File: config.mk
export PLATFORM = sky130hd
export DESIGN_NAME = alu_input_loader_flat
export DESIGN_NICKNAME = d
export VERILOG_FILES = /design/src/rtl/alu_input_loader_if.sv /design/src/rtl/alu_input_loader.sv /design/src/flat_wrapper.sv
export SDC_FILE = /design/constraint.sdc
export NUM_CORES = 1
export LEC_CHECK = 0
export CAP_MARGIN = 20
export CORE_MARGIN = 5
export CORE_UTILIZATION = 53
export CTS_BUF_LIST = sky130_fd_sc_hd__clkbuf_8
export CTS_CLUSTER_DIAMETER = 100
export DETAILED_ROUTE_END_ITERATION = 8
export PLACE_DENSITY_LB_ADDON = 0.25
export RECOVER_POWER = 50
export SYNTH_ARGS = -nofsm -noshare
export SYNTH_HDL_FRONTEND = slang
export SYNTH_SLANG_ARGS = --single-unit
File: constraint.sdc
create_clock -name i_clk -period 2.15 [get_ports i_clk]
set_input_delay 0.5375 -clock i_clk [delete_from_list [all_inputs] [get_ports i_clk]]
set_output_delay 0.5375 -clock i_clk [all_outputs]
set_load 0.02 [all_outputs]
File: src/rtl/alu_input_loader_if.sv
// -----------------------------------------------------------------------------
// alu_input_loader_if
// Groups the board-facing signals of the ALU input loader: the switch bank,
// the two raw push buttons, and the registered operand/code/status outputs
// that feed the ALU and the debug LEDs.
//
// Signals:
//   i_sw        switch bank (operands and code taken from the low bits)
//   i_btn_load  raw load button, active-high, asynchronous to the clock
//   i_btn_clear raw clear button, active-high, asynchronous to the clock
//   o_a, o_b    registered operands A and B
//   o_code      registered operation code
//   o_valid     high once A, B and code have all been loaded
//   o_state     current loader state for LED debug
//
// Modports:
//   master  board / test side: drives switches and buttons, observes outputs
//   slave   loader side: samples switches and buttons, drives outputs
// -----------------------------------------------------------------------------
interface alu_input_loader_if #(
   parameter int SIZE_SW  = 8,
   parameter int SIZE_OP  = 4,
   parameter int SIZE_COD = 6
);

   logic [SIZE_SW-1:0]  i_sw;
   logic                i_btn_load;
   logic                i_btn_clear;
   logic [SIZE_OP-1:0]  o_a;
   logic [SIZE_OP-1:0]  o_b;
   logic [SIZE_COD-1:0] o_code;
   logic                o_valid;
   logic [1:0]          o_state;

   modport master (
      output i_sw,
      output i_btn_load,
      output i_btn_clear,
      input  o_a,
      input  o_b,
      input  o_code,
      input  o_valid,
      input  o_state
   );

   modport slave (
      input  i_sw,
      input  i_btn_load,
      input  i_btn_clear,
      output o_a,
      output o_b,
      output o_code,
      output o_valid,
      output o_state
   );

endinterface

File: src/rtl/alu_input_loader.sv
// -----------------------------------------------------------------------------
// alu_input_loader
// Front-end stage for the TP1 ALU. Each press of the load button captures the
// next field from the switch bank (operand A, then operand B, then the
// operation code) into stable registers. A press of the clear button zeroes
// everything and restarts at operand A.
//
// Ports:
//   i_clk    single clock, all state updates on the rising edge
//   i_rst_n  asynchronous active-low reset
//   bus      alu_input_loader_if.slave (switches, buttons, registered outputs)
//
// Parameters:
//   SIZE_SW          switch bank width, at least max(SIZE_OP, SIZE_COD)
//   SIZE_OP          operand width
//   SIZE_COD         operation code width
//   DEBOUNCE_CYCLES  stable cycles needed to accept a button change (>= 2)
//
// Build option:
//   ALU_LOADER_DEBOUNCE_EN  when defined, each button path gets a debounce
//                           counter between the synchronizer and the edge
//                           detector; otherwise the synchronizer output feeds
//                           the edge detector directly and DEBOUNCE_CYCLES is
//                           ignored.
// -----------------------------------------------------------------------------
module alu_input_loader #(
   parameter int SIZE_SW         = 8,
   parameter int SIZE_OP         = 4,
   parameter int SIZE_COD        = 6,
   parameter int DEBOUNCE_CYCLES = 16
) (
   input  logic              i_clk,
   input  logic              i_rst_n,
   alu_input_loader_if.slave bus
);

   localparam int NBTN      = 2;
   localparam int BTN_LOAD  = 0;
   localparam int BTN_CLEAR = 1;

   typedef enum logic [1:0] {
      S_A    = 2'd0,
      S_B    = 2'd1,
      S_OP   = 2'd2,
      S_DONE = 2'd3
   } state_t;

   // --------------------------------------------------------------------------
   // Button front end
   // --------------------------------------------------------------------------
   logic [NBTN-1:0] btnRaw;
   logic [NBTN-1:0] syncMeta_q;
   logic [NBTN-1:0] syncLevel_q;
   logic [1:0]      syncValid_q;
   logic [NBTN-1:0] level;
   logic [NBTN-1:0] levelPrev_q;
   logic [NBTN-1:0] armed_q;
   logic [NBTN-1:0] btnPulse;

   assign btnRaw = {bus.i_btn_clear, bus.i_btn_load};

   // Two-flop synchronizer for both buttons. syncValid_q tracks when the
   // synchronizer pipeline holds real post-reset samples rather than the
   // reset zeros, so that the arming logic below can trust syncLevel_q.
   always_ff @(posedge i_clk or negedge i_rst_n) begin
      if (!i_rst_n) begin
         syncMeta_q  <= '0;
         syncLevel_q <= '0;
         syncValid_q <= '0;
      end else begin
         syncMeta_q  <= btnRaw;
         syncLevel_q <= syncMeta_q;
         syncValid_q <= {syncValid_q[0], 1'b1};
      end
   end

`ifdef ALU_LOADER_DEBOUNCE_EN
   localparam int CNT_W = $clog2(DEBOUNCE_CYCLES);

   logic [NBTN-1:0][CNT_W-1:0] dbCnt_q;
   logic [NBTN-1:0][CNT_W-1:0] dbCnt_d;
   logic [NBTN-1:0]            accLevel_q;
   logic [NBTN-1:0]            accLevel_d;

   // Debounce: count consecutive edges where the synchronized level disagrees
   // with the accepted level; any agreement restarts the count. The accepted
   // level flips on the edge where the count has already reached
   // DEBOUNCE_CYCLES-1, so a clean change needs DEBOUNCE_CYCLES disagreeing
   // edges before it is seen downstream.
   always_comb begin
      dbCnt_d    = '0;
      accLevel_d = accLevel_q;
      for (int i = 0; i < NBTN; i++) begin
         if (syncLevel_q[i] != accLevel_q[i]) begin
            if (dbCnt_q[i] == CNT_W'(DEBOUNCE_CYCLES - 1)) begin
               accLevel_d[i] = syncLevel_q[i];
            end else begin
               dbCnt_d[i] = dbCnt_q[i] + 1'b1;
            end
         end
      end
   end

   // Debounce counter and accepted level registers.
   always_ff @(posedge i_clk or negedge i_rst_n) begin
      if (!i_rst_n) begin
         dbCnt_q    <= '0;
         accLevel_q <= '0;
      end else begin
         dbCnt_q    <= dbCnt_d;
         accLevel_q <= accLevel_d;
      end
   end

   assign level = accLevel_q;
`else
   localparam int unusedDebounceCycles = DEBOUNCE_CYCLES;

   assign level = syncLevel_q;
`endif

   // Rising-edge detector plus arming. A button only becomes armed once its
   // synchronized level has been seen low after reset, so a button that is
   // already held while reset is released cannot generate a pulse until it
   // has been released and pressed again.
   always_ff @(posedge i_clk or negedge i_rst_n) begin
      if (!i_rst_n) begin
         levelPrev_q <= '0;
         armed_q     <= '0;
      end else begin
         levelPrev_q <= level;
         armed_q     <= armed_q | ({NBTN{syncValid_q[1]}} & ~syncLevel_q);
      end
   end

   assign btnPulse = level & ~levelPrev_q & armed_q;

   // --------------------------------------------------------------------------
   // Loader FSM and output registers
   // --------------------------------------------------------------------------
   logic                loadP;
   logic                clearP;
   state_t              state_q;
   state_t              state_d;
   logic [SIZE_OP-1:0]  a_q;
   logic [SIZE_OP-1:0]  a_d;
   logic [SIZE_OP-1:0]  b_q;
   logic [SIZE_OP-1:0]  b_d;
   logic [SIZE_COD-1:0] code_q;
   logic [SIZE_COD-1:0] code_d;
   logic                valid_q;
   logic                valid_d;

   assign loadP  = btnPulse[BTN_LOAD];
   assign clearP = btnPulse[BTN_CLEAR];

   // Next-state and register update logic. Clear has priority over load and
   // discards a coincident load. Reloading from S_DONE only replaces A; B and
   // the code keep their previous values until they are loaded again.
   always_comb begin
      state_d = state_q;
      a_d     = a_q;
      b_d     = b_q;
      code_d  = code_q;
      valid_d = valid_q;
      if (clearP) begin
         state_d = S_A;
         a_d     = '0;
         b_d     = '0;
         code_d  = '0;
         valid_d = 1'b0;
      end else if (loadP) begin
         case (state_q)
            S_A, S_DONE: begin
               a_d     = bus.i_sw[SIZE_OP-1:0];
               valid_d = 1'b0;
               state_d = S_B;
            end
            S_B: begin
               b_d     = bus.i_sw[SIZE_OP-1:0];
               state_d = S_OP;
            end
            S_OP: begin
               code_d  = bus.i_sw[SIZE_COD-1:0];
               valid_d = 1'b1;
               state_d = S_DONE;
            end
            default: begin
               state_d = S_A;
            end
         endcase
      end
   end

   // State and output registers; everything the ALU sees comes from here.
   always_ff @(posedge i_clk or negedge i_rst_n) begin
      if (!i_rst_n) begin
         state_q <= S_A;
         a_q     <= '0;
         b_q     <= '0;
         code_q  <= '0;
         valid_q <= 1'b0;
      end else begin
         state_q <= state_d;
         a_q     <= a_d;
         b_q     <= b_d;
         code_q  <= code_d;
         valid_q <= valid_d;
      end
   end

   assign bus.o_a     = a_q;
   assign bus.o_b     = b_q;
   assign bus.o_code  = code_q;
   assign bus.o_valid = valid_q;
   assign bus.o_state = state_q;

   // Switch bits above the widest field are intentionally not used.
   generate
      if (SIZE_SW > SIZE_COD) begin : g_unusedSw
         logic unusedSwBits;
         assign unusedSwBits = ^bus.i_sw[SIZE_SW-1:SIZE_COD];
      end
   endgenerate

endmodule

File: src/flat_wrapper.sv
// flat-port wrapper written by rule: the top's interface ports become plain ports
module alu_input_loader_flat 
#(
   parameter int SIZE_SW         = 8,
   parameter int SIZE_OP         = 4,
   parameter int SIZE_COD        = 6,
   parameter int DEBOUNCE_CYCLES = 16
)
  (i_clk, i_rst_n, bus_i_sw, bus_i_btn_load, bus_i_btn_clear, bus_o_a, bus_o_b, bus_o_code, bus_o_valid, bus_o_state);
  alu_input_loader_if #(.SIZE_SW(SIZE_SW), .SIZE_OP(SIZE_OP), .SIZE_COD(SIZE_COD)) bus_i ();
  input  logic i_clk;
  input  logic i_rst_n;
  input wire logic [$bits(bus_i.i_sw)-1:0] bus_i_sw;
  input wire logic [$bits(bus_i.i_btn_load)-1:0] bus_i_btn_load;
  input wire logic [$bits(bus_i.i_btn_clear)-1:0] bus_i_btn_clear;
  output wire logic [$bits(bus_i.o_a)-1:0] bus_o_a;
  output wire logic [$bits(bus_i.o_b)-1:0] bus_o_b;
  output wire logic [$bits(bus_i.o_code)-1:0] bus_o_code;
  output wire logic [$bits(bus_i.o_valid)-1:0] bus_o_valid;
  output wire logic [$bits(bus_i.o_state)-1:0] bus_o_state;
  assign bus_i.i_sw = bus_i_sw;
  assign bus_i.i_btn_load = bus_i_btn_load;
  assign bus_i.i_btn_clear = bus_i_btn_clear;
  assign bus_o_a = bus_i.o_a;
  assign bus_o_b = bus_i.o_b;
  assign bus_o_code = bus_i.o_code;
  assign bus_o_valid = bus_i.o_valid;
  assign bus_o_state = bus_i.o_state;
  alu_input_loader #(.SIZE_SW(SIZE_SW), .SIZE_OP(SIZE_OP), .SIZE_COD(SIZE_COD), .DEBOUNCE_CYCLES(DEBOUNCE_CYCLES)) u_core (.i_clk(i_clk), .i_rst_n(i_rst_n), .bus(bus_i));
endmodule
# After elaboration in Yosys (flattened, before gate mapping)
# Index checks and enable logic that the tools add are counted.
totals:
  register_bits: 27
  input_bits: 12
  out_inout_bits: 17
  elab_cells: 45
classes:
  n_eq_ne: 3
  muxes: 15
  bitwise: 6
  reduce_logical: 11
op_table:
  columns: ["operator", "count"]
  rows:
  - ["4-bit 2-to-1 mux", 6]
  - ["6-bit 2-to-1 mux", 3]
  - ["2-bit AND reduction", 4]
  - ["2-bit nonzero test", 4]
  - ["2-bit bitwise AND", 3]
  - ["2-bit case mux with 3 select lines", 1]
  - ["2-bit equality test, second input constant", 2]
  - ["2-bit 2-to-1 mux", 2]
  - ["2-bit NOT", 2]
  - ["3-bit nonzero test", 1]
  - ["2-bit by 1-bit equality test with 1-bit output, second input constant", 1]
  - ["2-bit zero test", 1]
  - ["1-bit 2-to-1 mux", 2]
  - ["2-bit OR", 1]
  - ["1-bit case mux with 2 select lines", 1]
  - ["2-bit OR reduction", 1]

# Longest topological paths before layout
# Gate-level depths: netlist of the first run.
depth:
  depth_word: 5
  mapped_depth: 5
  depth_no_buf: 5

# Worst setup path after synthesis of the first run
# Ideal clock, no wire load.
synth_timing:
  path_kind: "reg-to-reg"
  startpoint: "register u_core.state_q[0], in the netlist u_core.bus.o_state[0]"
  endpoint: "register u_core.a_q[0], in the netlist u_core.bus.o_a[0]"
  t_arrival_ps: 1234
  required_ps: 2032
  setup_slack_ps: 797
  path_stages_with_launch: 6
  path_buffers: 0
  period_less_slack_ps: 1353
  cell_sequence: "dfrtp_1 inv_1 ha_1 nand4b_4 mux2i_1 nor2_1"
synth_via:
  elab_chain_len: 4
  word_cells_on_any_way: 5
synth_lines:
  columns: ["element", "line", "text"]
  rows:
  - ["from (decl)", "alu_input_loader.sv:143", "state_t state_q;"]
  - ["from (signal assigned)", "alu_input_loader.sv:204", "state_q <= state_d;"]
  - ["2-bit equality test / 2-bit zero test (equally long branches)", "alu_input_loader.sv:173", "case (state_q)"]
  - ["2-bit OR reduction *", "alu_input_loader.sv:173", null]
  - ["2-bit nonzero test (no source line) *", null, null]
  - ["2-bit AND reduction (no source line) *", null, null]
  - ["to (signal assigned)", "alu_input_loader.sv:199", "a_q <= '0;"]
  - ["to (signal assigned)", "alu_input_loader.sv:205", "a_q <= a_d;"]
  - ["to (decl)", "alu_input_loader.sv:145", "logic [SIZE_OP-1:0] a_q;"]
# Mark *: on every way between the ends. The rest lies on a longest branch, timed or not.
# A chain may end at the register's enable or synchronous reset.

# Final worst setup path of the first run
layout_timing:
  startpoint: "register u_core.a_q[0], in the netlist u_core.bus.o_a[0]"
  endpoint: "output port bus_o_a[0]"
layout_rtl:
  columns: ["element", "line", "text"]
  rows:
  - ["to (decl)", "flat_wrapper.sv:16", "output wire logic [$bits(bus_i.o_a)-1:0] bus_o_a;"]
# No word-level cell between the ends.

==> run summary, run 1 <==
The flow ran to the end, and the final reports show no timing, DRC or antenna violations. The total stage count of the critical path was 1; the number of buffers inserted by hold repair at cts was 0. Clock tree synthesis found a total of 27 sinks. Number of buffers and inverters on the critical path: 1.

The critical path goes through clkdlybuf4s50_1. Across the run, the number of max-cap violations was 0. The logs give 92 for the net count after synthesis and 55.6% for the starting density of the core. For the worst setup path, the data arrival time is 1.28 ns. In this run switching power makes up 28.9% of total power. Post-route clock skew: 0.00507 ns.

For this run, design rule violations remaining after detail routing come to 0. The aggregate routed wire length was 1900 um; the count of final max-slew check failures was 0. Sequential cells account for 50.0% of the total power.

The longest individual stage delay on the worst path was 0.64 ns; the via density per instance was 4.98. Per report_power, the combinational group accounts for 27.3% of the total. The floorplan has 16 rows.

Summed over all nets, wire length on met2 after detailed routing comes to 964 um. In this run the top signal layer used is met4. The tools report the initial antenna violation count as 0. A synthesized cell averages 14.0 sq um. The clock passes through at most 2 buffers. For the pin with the worst max-slew slack, the measured transition is 0.655 ns.

Setup repair after global routing left no endpoint under its margin. Internal power comes to 0.851 mW. Once the clock tree was built, the resizer swapped 0 gates to a different size. The first routing iteration left 3 violations.

Summed over all layers, the global routing overflow is 0. In this run the register-to-register setup slack is 0.79 ns. The run gives 0 as the number of hold violations in the final report. The slowest stage of the critical path belongs to the cell clkdlybuf4s50_1.

After synthesis the netlist holds a flip-flop and latch count of 27. Clock-pin slew on the worst setup and hold paths: 0.09 ns. After layout, the worst path uses 84.6% of the clock period. In the final timing run, aggregate negative setup slack is 0 ns. Setup violations remaining at the end of the flow were counted as 0. Of the post-synthesis cell area, the dominant cell type holds 61.9%.

VDD sags by at most 647 uV. The H-tree depth reported by CTS is 1, and the sequential element share of the synthesized area is 61.9%. Measured on the finished design, the core utilization comes to 71.6%. The worst hold path cell count works out to 0.

The detail route stage leaves a number of antenna-violating nets equal to 0. Summed over all nets, wire length on met3 after detailed routing comes to 133 um. For this run, the post-layout net count is 121. The tools report the number of inserted diodes as 0.

The first global-routing pass estimated 3230 um of wire. The number of global-route vias before repair was 680. Family with the most delay on the worst path: buffers and inverters.

At the end of routability-driven placement, the weighted congestion stood at 0.671. 29 I/O pins were placed. After layout, the minimum clock period comes to 1.82 ns. Detailed placement ended at an HPWL of 1430 um.

For this run, the total global-route usage over all layers was measured as 14.0%. For this block, wires on met1 add up to 752 um. The clock reaches the later pin of the worst-skew pair after 0.27 ns. The logs give 56.3% for the tightest slew margin relative to the limit and 0.345 mW for the net switching power of the design. The largest driver fanout on the critical path came out at 2.

The startpoint type of the worst setup path was a register. Endpoint class of the critical path: an output port. After clock tree synthesis, the setup repair step added 0 buffers. The run gives 0 as the number of warnings reported in the yosys synthesis log. The classification of the worst-slack hold path was reg -> reg. The leakage component of the power is 0.731 nW, and the full die area is 3070 sq um.

In the post-synthesis netlist, the biggest area contributors are dfrtp_1 62%, mux2i_1 15%, nor2_1 4.8%, nand4b_4 4.4%, ha_1 2.3%. The core region area came out at 1960 sq um. The leading area contributor after synthesis was dfrtp_1. During placement, the flow inserted port buffers numbering 26. Clock tree synthesis inserted a total of 3 buffers. In this run the clock root is driven by a clkbuf_8. The width of the chip was 55.4 um; the routed length per placed instance was 14.3 um.

The number of fill cells in the layout was 149. TritonCTS built the clock tree. The die is 55.4 um tall. The post-synth design cell area was 1090 sq um; the number of distinct standard cells referenced by the synthesized netlist was 17.

The number of instances in the synthesized netlist was 78. The critical path is of the reg -> out type. Measured in cells, the most critical reg-to-reg path has a length of 5.

The required time at the worst-slack endpoint is 1.61 ns, and the total number of vias is 663. The layout cell share with drive strength beyond 1 was 8.49%. The logs give 28 for the maximum number of pins on one net before global-route repair and 4 for the detailed-router iteration count before antenna repair. The area overhead of the layout relative to synthesis is 28.8%. Power spread over the standard cell area amounts to 852 nW/um^2. The clock network is responsible for 22.7% of the overall power. The fmax came out at 550 MHz.
## worst paths after layout
kind,from,endpoint
max,u_core.bus.o_a[0],bus_o_a[0]
min,u_core.syncMeta_q[0],u_core.level[0]
max reg2reg,u_core.bus.o_state[0],u_core.bus.o_a[3]
min reg2reg,u_core.syncMeta_q[0],u_core.level[0]
max in group asynchronous,i_rst_n,u_core.bus.o_code[4]
min in group asynchronous,i_rst_n,u_core.armed_q[0]
## cells in the final DEF (no fill, tap or decap)
cell type and instances:
dfrtp_1 27, clkdlybuf4s50_1 23, mux2i_1 16, nor2_1 14, inv_1 5, clkbuf_8 3, dlygate4sd3_1 3, a21o_1 2
nand4b_4 2, nor2b_1 2, ha_1 2, nor3b_4 1, nand4b_2 1, nand3b_2 1, nand2_1 1, a21oi_1 1
clkbuf_2 1, conb_1 1
## layer usage
layer	vias up	track usage (%)
met2	21	23.6
met4	0	8.33
met5	-	0
li1	310	-
met3	4	5.13
met1	328	14.8
## metrics by stage
stage	setup slack (ns)	total power, mW	instances	hold WS, ns	area (sq um)
3_3_place_gp	0.654	0.926	129	0.332	1360
2_1_floorplan	0.797	0.786	78	0.242	1090
3_5_place_dp	0.624	0.944	129	0.336	1360
4_1_cts	0.319	1.22	133	0.356	1410
5_1_grt	0.275	1.27	133	0.365	1410
6_report	0.332	1.20	133	0.352	1410
## power by group through the flow
stage	Clock [mW]	Sequential, mW	Combinational [mW]
after global routing	0.308	0.607	0.355
after floorplan	0	0.664	0.122
final	0.271	0.599	0.327
after CTS	0.280	0.600	0.335
after global placement	0	0.605	0.321
after detailed placement	0	0.610	0.334
## sequential cells by signal, summed over array words and instances, names as in the netlist
| name | count |
|---|---|
| u_core.bus.o_state | 2 |
| u_core.bus.o_b | 4 |
| u_core.bus.o_valid | 1 |
| u_core.armed_q | 2 |
| u_core.bus.o_a | 4 |
| u_core.level | 2 |
| u_core.bus.o_code | 6 |
| u_core.syncValid_q | 2 |
| u_core.syncMeta_q | 2 |
| u_core.levelPrev_q | 2 |
## cells in the mapped netlist (all sizes together)
master	count
nand2	1
nand4b	3
a21oi	1
dfrtp	27
nand3b	1
nor2b	2
buf	3
nor3b	1
ha	2
conb	1
inv	4
mux2i	16
a21o	2
nor2	14
## area by class of cell
cell class | instances | area [sq um] | area share (%)
Sequential cell | 27 | 676 | 48.1
Multi-Input combinational cell | 44 | 370 | 26.4
Timing Repair Buffer | 27 | 265 | 18.9
Clock buffer | 3 | 41.3 | 2.94
Tap cell | 27 | 33.8 | 2.40
Inverter | 4 | 15.0 | 1.07
Clock inverter | 1 | 3.75 | 0.267
## cells by family after synthesis
| family | count (synthesis) | synth area share, % |
|---|---|---|
| buffers and inverters | 7 | 4.13 |
| adder cells (fa/ha/maj) | 2 | 2.29 |
| other | 1 | 0.344 |
| multiplexers | 16 | 14.7 |
| flip-flops | 27 | 61.9 |
| AO/OA/AOI/OAI | 3 | 1.83 |
| AND/OR/NAND/NOR | 22 | 14.8 |
Power figures use the tool's default switching activity.
==> inputs of run 2 (changes only) <==
--- a/config.mk
+++ b/config.mk
@@ -7,7 +7,7 @@
 export LEC_CHECK = 0
 export CAP_MARGIN = 20
 export CORE_MARGIN = 5
-export CORE_UTILIZATION = 53
+export CORE_UTILIZATION = 44
 export CTS_BUF_LIST = sky130_fd_sc_hd__clkbuf_8
 export CTS_CLUSTER_DIAMETER = 100
 export DETAILED_ROUTE_END_ITERATION = 8
==> constraint.sdc (replaced) <==
create_clock -name i_clk -period 1.6 [get_ports i_clk]
set_input_delay 0.4 -clock i_clk [delete_from_list [all_inputs] [get_ports i_clk]]
set_output_delay 0.4 -clock i_clk [all_outputs]
set_load 0.02 [all_outputs]
==> run 2 against run 1 <==
Non-clock buffer count rose by 1. Design area shrank 0.62%. Wire length fell by 4.7%. Worst setup slack got worse by 0.13 ns. Combinational power rose by 18%. Via count shrank 0.30%. Flip-flop and latch count stayed put. Clock power up 38%. Hold slack better by 0.0021 ns. Global-route usage down 1.2 points. Critical endpoint is now bus_o_state[1]. Highest routed layer unchanged.
==> run summary, run 2 (same netlist as run 1, synthesis figures left out) <==
For hold timing, the worst endpoint is u_core.level[1]. With fillers left out, the area of the finished cells amounts to 1400 sq um. Port buffering added 26 buffers. The run gives 6 as the number of DRC markers after the initial detailed-route iteration.

The logs give 0 for the count of final max-slew check failures and 661 for the total number of vias. The final sum of negative setup slack was 0 ns. The register-to-register path setup slack was 0.28 ns. For the final hold slack, the log shows 0.355 ns. The share of the cycle needed by the critical path after routing is 87.7%, and the number of global-route vias before repair is 711. Counting the buffers created by CTS gives 3. The full die area was 3580 sq um; the worst hold path cell count was 0.

After clock tree synthesis, the clock-pin slew on the worst setup and hold paths is 0.09 ns. At the worst endpoint, the arrival time is 1.00 ns. Wires add up to 1810 um. The via density per instance came out at 4.82.

The cell with the biggest individual delay on the critical path is dfrtp_1. The detailed-router iteration count before antenna repair was 2. The run finished with clean final reports.

Clock tree synthesis found a total of 27 sinks. The H-tree depth reported by CTS was 1; the number of cells in the finished layout apart from fillers was 137. The final-stage net count is 122, and the number of maximum-capacitance violations is 0. The routed length per placed instance was 13.2 um. The tools report the detailed-route DRC error count as 0.

Clock skew on the completed layout was measured at 0.00380 ns. The run gives 0 as the number of inserted diodes. The run gives 29 as the count of pins on the block boundary.

Clock latency at the later pin of the worst-skew pair: 0.27 ns. TritonCTS built the clock tree. In this run the critical register-to-register path is launched from u_core.bus.o_state[0]. After detailed placement, the total cell area comes to 1370 sq um. Across all setup checks in the final design, the least slack found is 0.197 ns. Setup violations remaining at the end of the flow were counted as 0. For the pin with the worst max-slew slack, the measured transition is 0.630 ns.

By startpoint and endpoint, the worst setup path is classified as reg -> out. In the layout the commonest cells are 27 x dfrtp_1, 17 x dlygate4sd2_1, 16 x mux2i_1, 14 x nor2_1, 6 x clkdlybuf4s50_1. End of the worst register-to-register path: u_core.bus.o_a[3]. The power density over the cells works out to 1120 nW/um^2. At the end of routability-driven placement, the weighted congestion stood at 0.647. The family with the most delay on the worst path is flip-flops. The overall power after layout came out at 1.56 mW. For this design the static power due to leakage is 0.803 nW. Setup repair after global routing left no endpoint under its margin. The required time at the worst-slack endpoint is 1.20 ns, and the width of the chip is 59.8 um. The buffer depth of the longest clock path is 2, and the remaining number of nets flagged by the antenna check after routing is 0. Entering global routing, the biggest net connects 28 pins.

The largest driver fanout on the critical path came out at 3. The worst setup path is captured at an output port. The tools report the maximum ir drop on the vdd rail as 717 uV.

The critical path goes through dlygate4sd2_1. The tools report the total grt overflow as 0. The logs give 133 for the total placed cells including tap cells and 0.221 ns for the setup slack at placement. STA classifies the critical path startpoint as a register. Number of buffers and inverters on the critical path: 1. The tools report the root buffer selected by CTS as clkbuf_8. The area overhead of the layout relative to synthesis was 28.0%. In this design, the stage delay of the slowest critical-path cell is 0.41 ns. The final critical-path required period was 1.40 ns.

The initial antenna violation count was 0. Cells with a size suffix above 1 make up 11.2% of the layout. In this run the tightest slew margin relative to its limit is 58.0%. The final standard cell utilization of the core is 57.4%. The first global-routing pass estimated 3310 um of wire. The floorplan step set the die height to 59.8 um.

For the fmax, the log shows 713 MHz. In this run, post-CTS hold repair placed 0 buffers. The library cell used most frequently in the layout, excluding fill and tap cells, is dfrtp_1. The run gives 0 as the number of hold violations in the final report.

The floorplan has 18 rows. The initial utilization of the core area, before any placement, comes to 44.9%. The HPWL after detailed placement was 1340 um. The classification of the worst-slack hold path was reg -> reg. The number of cells on the worst reg-to-reg path is 5.

The origin of the worst min-delay path is u_core.syncMeta_q[1]. The run gives 12.8% as the aggregate global-route resource usage. The tools report the core region area as 2430 sq um. The register with the most flip-flops in the layout has 6 of them.
## run 2: how the worst max path moves through the flow
stage                                      from                 to  slack [ns]  cells past startpoint
after CTS                 u_core.bus.o_state[1]     bus_o_state[1]        0.17                      1
after floorplan           u_core.bus.o_state[0]  u_core.bus.o_a[0]        0.25                      5
after detailed placement  u_core.bus.o_state[1]     bus_o_state[1]        0.22                      1
after global placement    u_core.bus.o_state[0]     bus_o_state[0]        0.24                      1
final                     u_core.bus.o_state[1]     bus_o_state[1]        0.20                      1
after global routing      u_core.bus.o_state[1]     bus_o_state[1]        0.14                      1
## run 2: area by class of cell
| class | count | area (sq um) |
|---|---|---|
| flip-flops and latches | 27 | 676 |
| fillers | 225 | 1040 |
| repair buffers | 28 | 251 |
| multi-input cells | 44 | 370 |
| inverters | 4 | 15.0 |
| well taps | 30 | 37.5 |
| clock inverters | 1 | 5.00 |
| clock buffers | 3 | 41.3 |
## run 2: power by group
| group | leakage (nW) | internal, mW | switching, mW |
|---|---|---|---|
| registers | 0.340 | 0.757 | 0.0452 |
| clock network | 0.0255 | 0.174 | 0.198 |
| logic | 0.437 | 0.169 | 0.216 |
## run 2: routing by layer
| layer | vias up | GRT usage [%] | wire [um] |
|---|---|---|---|
| met1 | 325 | 16.6 | 762 |
| met3 | 4 | 4.54 | 89 |
| met4 | 0 | 5.70 | 31 |
| met5 | - | 0 | 0 |
| li1 | 316 | - | - |
| met2 | 16 | 19.3 | 926 |
## run 2: worst register-to-register path: cells and delay by family, from the launching register on
kind / cells / cell delay, ns
buf+inv: 1 / 0.07
mux: 1 / 0.19
flops: 1 / 0.38
simple gates: 2 / 0.24
fa+ha+maj: 1 / 0.33
## run 2: timing repair
action | CTS | global route
setup endpoints to repair | 17 | 0
gates resized for setup | 17 | 0
setup buffers | 0 | 0
==> inputs of run 3 (changes only) <==
--- a/config.mk
+++ b/config.mk
@@ -13,6 +13,7 @@
 export DETAILED_ROUTE_END_ITERATION = 8
 export PLACE_DENSITY_LB_ADDON = 0.25
 export RECOVER_POWER = 50
+export REMOVE_ABC_BUFFERS = 1
 export SYNTH_ARGS = -nofsm -noshare
 export SYNTH_HDL_FRONTEND = slang
 export SYNTH_SLANG_ARGS = --single-unit
==> run 3 against run 2 <==
Largest cell class unchanged. Critical path type unchanged. Sequential share of layout area hardly changed. Count of clock-buffer cells in the layout stayed put. Cell count stayed put. Fmax is 0.39% higher.
==> run summary, run 3 (same netlist as run 1, synthesis figures left out) <==
The number of flip-flops in the largest register was 6. After clock tree synthesis, the clock-pin slew on the worst setup and hold paths is 0.09 ns. The most critical setup path has its endpoint at bus_o_a[3]. The layout cell share with drive strength beyond 1 was 9.35%. Setup repair after global routing left no endpoint under its margin. Summed over all nets, the switching power comes to 0.465 mW. The run gives 800 uV as the maximum ir drop on the vdd rail.

Once routing completed, OpenROAD measured the worst setup slack at 0.202 ns. The library cell used most frequently in the layout, excluding fill and tap cells, is dfrtp_1. In this run the static leakage power is 0.806 nW.

The count of nets left with antenna violations once routing finished came out at 0. Row generation in the floorplan step produced 18 rows. In this run the critical register-to-register path is captured at u_core.bus.o_a[0]. The cell sitting at the root of the clock tree is a clkbuf_8. The beginning of the worst register-to-register path is u_core.bus.o_state[0]. The count of cells along the worst register-to-register path came out at 5. The overall power after layout is 1.56 mW.

The worst setup path is launched from a register. The run finished with clean final reports. The CTS buffer count is 3, and the area overhead of the layout relative to synthesis is 27.9%. The critical path is of the reg -> out type. Summed over all nets, the half-perimeter wirelength after detailed placement is 1350 um. The H-tree depth reported by CTS was 1; the fraction of power consumed by the clock network was 23.9%. At the worst endpoint, the required time is 1.20 ns. In this run, the combinational gates consume 24.8% of the power. The final sum of negative setup slack was 0 ns; the routed length per placed instance was 13.8 um.

The share of power burned in registers was 51.3%; the post-route clock skew was 0.00223 ns. The first global-routing pass estimated 3100 um of wire. Net switching is 29.7% of the power. Once the floorplan was initialized, standard cells occupied 44.9% of the core. Measured against its own limit, the worst slew margin works out to 57.1%. The number of global-route vias before repair is 644. The final critical-path required period was 1.40 ns; the width of the chip was 59.8 um. The count of final max-slew check failures was 0. The die covers 3580 sq um.

For this run, the top clock speed supported by timing is 715 MHz. The buffer depth of the longest clock path is 2. For this run, design rule violations remaining after detail routing come to 0.

The longest individual stage delay on the worst path is 0.40 ns. The final-report setup violation count is 0. Power spread over the standard cell area amounts to 1120 nW/um^2. Number of buffers and inverters on the critical path: 1. The total stage count of the critical path came out at 1. The worst setup path startpoint was u_core.bus.o_a[3]. The total grt overflow is 0. After detailed routing, the number of vias per cell comes to 4.83. The routed layout has 662 vias. On the critical path, the stage with the largest delay is an instance of dfrtp_1. TritonCTS built the clock tree. Routability-driven placement finished with a final weighted congestion of 0.667.

Grouping stages by cell kind, the critical path spends the most delay in flip-flops. The worst register-to-register path has a setup slack of 0.28 ns. Cell internal power was estimated by the tool at 1.10 mW. Entering global routing, the biggest net connects 28 pins. The count of port buffers added during placement came out at 26. For this run, the total global-route usage over all layers was measured as 12.2%. For this design, the sink count on the clock tree is 27. The signal on the critical path passes through dlygate4sd2_1. For the pin with the worst max-slew slack, the measured transition is 0.643 ns.

The largest driver fanout on the critical path was 2; the final hold slack was 0.353 ns. The number of hold violations in the final report was 0; the detailed-router iteration count before antenna repair was 3. After the first detailed-routing iteration, the DRC count stood at 10.

Leaving out fill and tap cells, the most frequent cells in the layout are 27 x dfrtp_1, 17 x dlygate4sd2_1, 16 x mux2i_1, 14 x nor2_1, 6 x clkdlybuf4s50_1. Endpoint class of the critical path: an output port. For the clock latency at the later pin of the worst-skew pair, the log shows 0.27 ns. The logs give 0 for the number of inserted diodes and 1.00 ns for the critical path data arrival time. After detailed routing, the total wire length is 1890 um.

For this run, the share of the core covered by cells in the final layout is 57.4%. Share of the cycle needed by the critical path after routing: 87.4%. At the end of the flow, the number of nets in the layout was 122. The tools report the origin of the worst min-delay path as u_core.syncValid_q[0]. The core region area is 2430 sq um. The tools report the initial antenna violation count as 0. In this run the count of I/O pins placed on the die edge is 29. Max-cap violations in this run came to 0. The setup slack at placement was 0.237 ns. The worst hold path belongs to the class reg -> reg. Measured along the y axis, the die boundary spans 59.8 um.
[run 3: cell type report]
| class | count | area (sq um) |
|---|---|---|
| tap | 30 | 37.5 |
| multi-input combinational | 44 | 370 |
| inverter | 4 | 15.0 |
| fill | 218 | 1040 |
| sequential | 27 | 676 |
| clock buffer | 3 | 41.3 |
| clock inverter | 1 | 3.75 |
| timing repair buffer | 28 | 251 |
[run 3: layer usage]
layer	part of all wire (%)	GRT usage (%)	up-vias
met5	0	0	-
met4	2.7	8.54	0
met1	42	14.9	325
met2	50	18.5	16
li1	-	-	317
met3	5.1	3.24	4
[run 3: power groups by stage]
stage / sequential, mW / combinational (mW) / clock, mW
5_1_grt: 0.816 / 0.418 / 0.414
6_report: 0.801 / 0.387 / 0.374
3_3_place_gp: 0.815 / 0.435 / 0
2_1_floorplan: 0.895 / 0.156 / 0
3_5_place_dp: 0.819 / 0.444 / 0
4_1_cts: 0.804 / 0.398 / 0.391
[run 3: worst min-delay path by stage]
stage | endpoint | slack (ns) | depth (start not counted)
floorplan | u_core.armed_q[0] | 0.10 | 0
CTS | u_core.level[1] | 0.36 | 0
detailed placement | u_core.level[1] | 0.33 | 0
finish | u_core.syncValid_q[1] | 0.35 | 0
global route | u_core.level[1] | 0.36 | 0
global placement | u_core.level[1] | 0.33 | 0
[run 3: repair_timing]
action                     4_1_cts  5_1_grt
setup endpoints to repair       17        0
resized for setup               17        0
setup buffers                    0        0
hold buffers                     0        0
[run 3: stage by stage]
step | instances | area (sq um)
global placement | 133 | 1370
floorplan | 75 | 1060
detailed placement | 133 | 1370
global route | 137 | 1400
finish | 137 | 1400
CTS | 137 | 1400
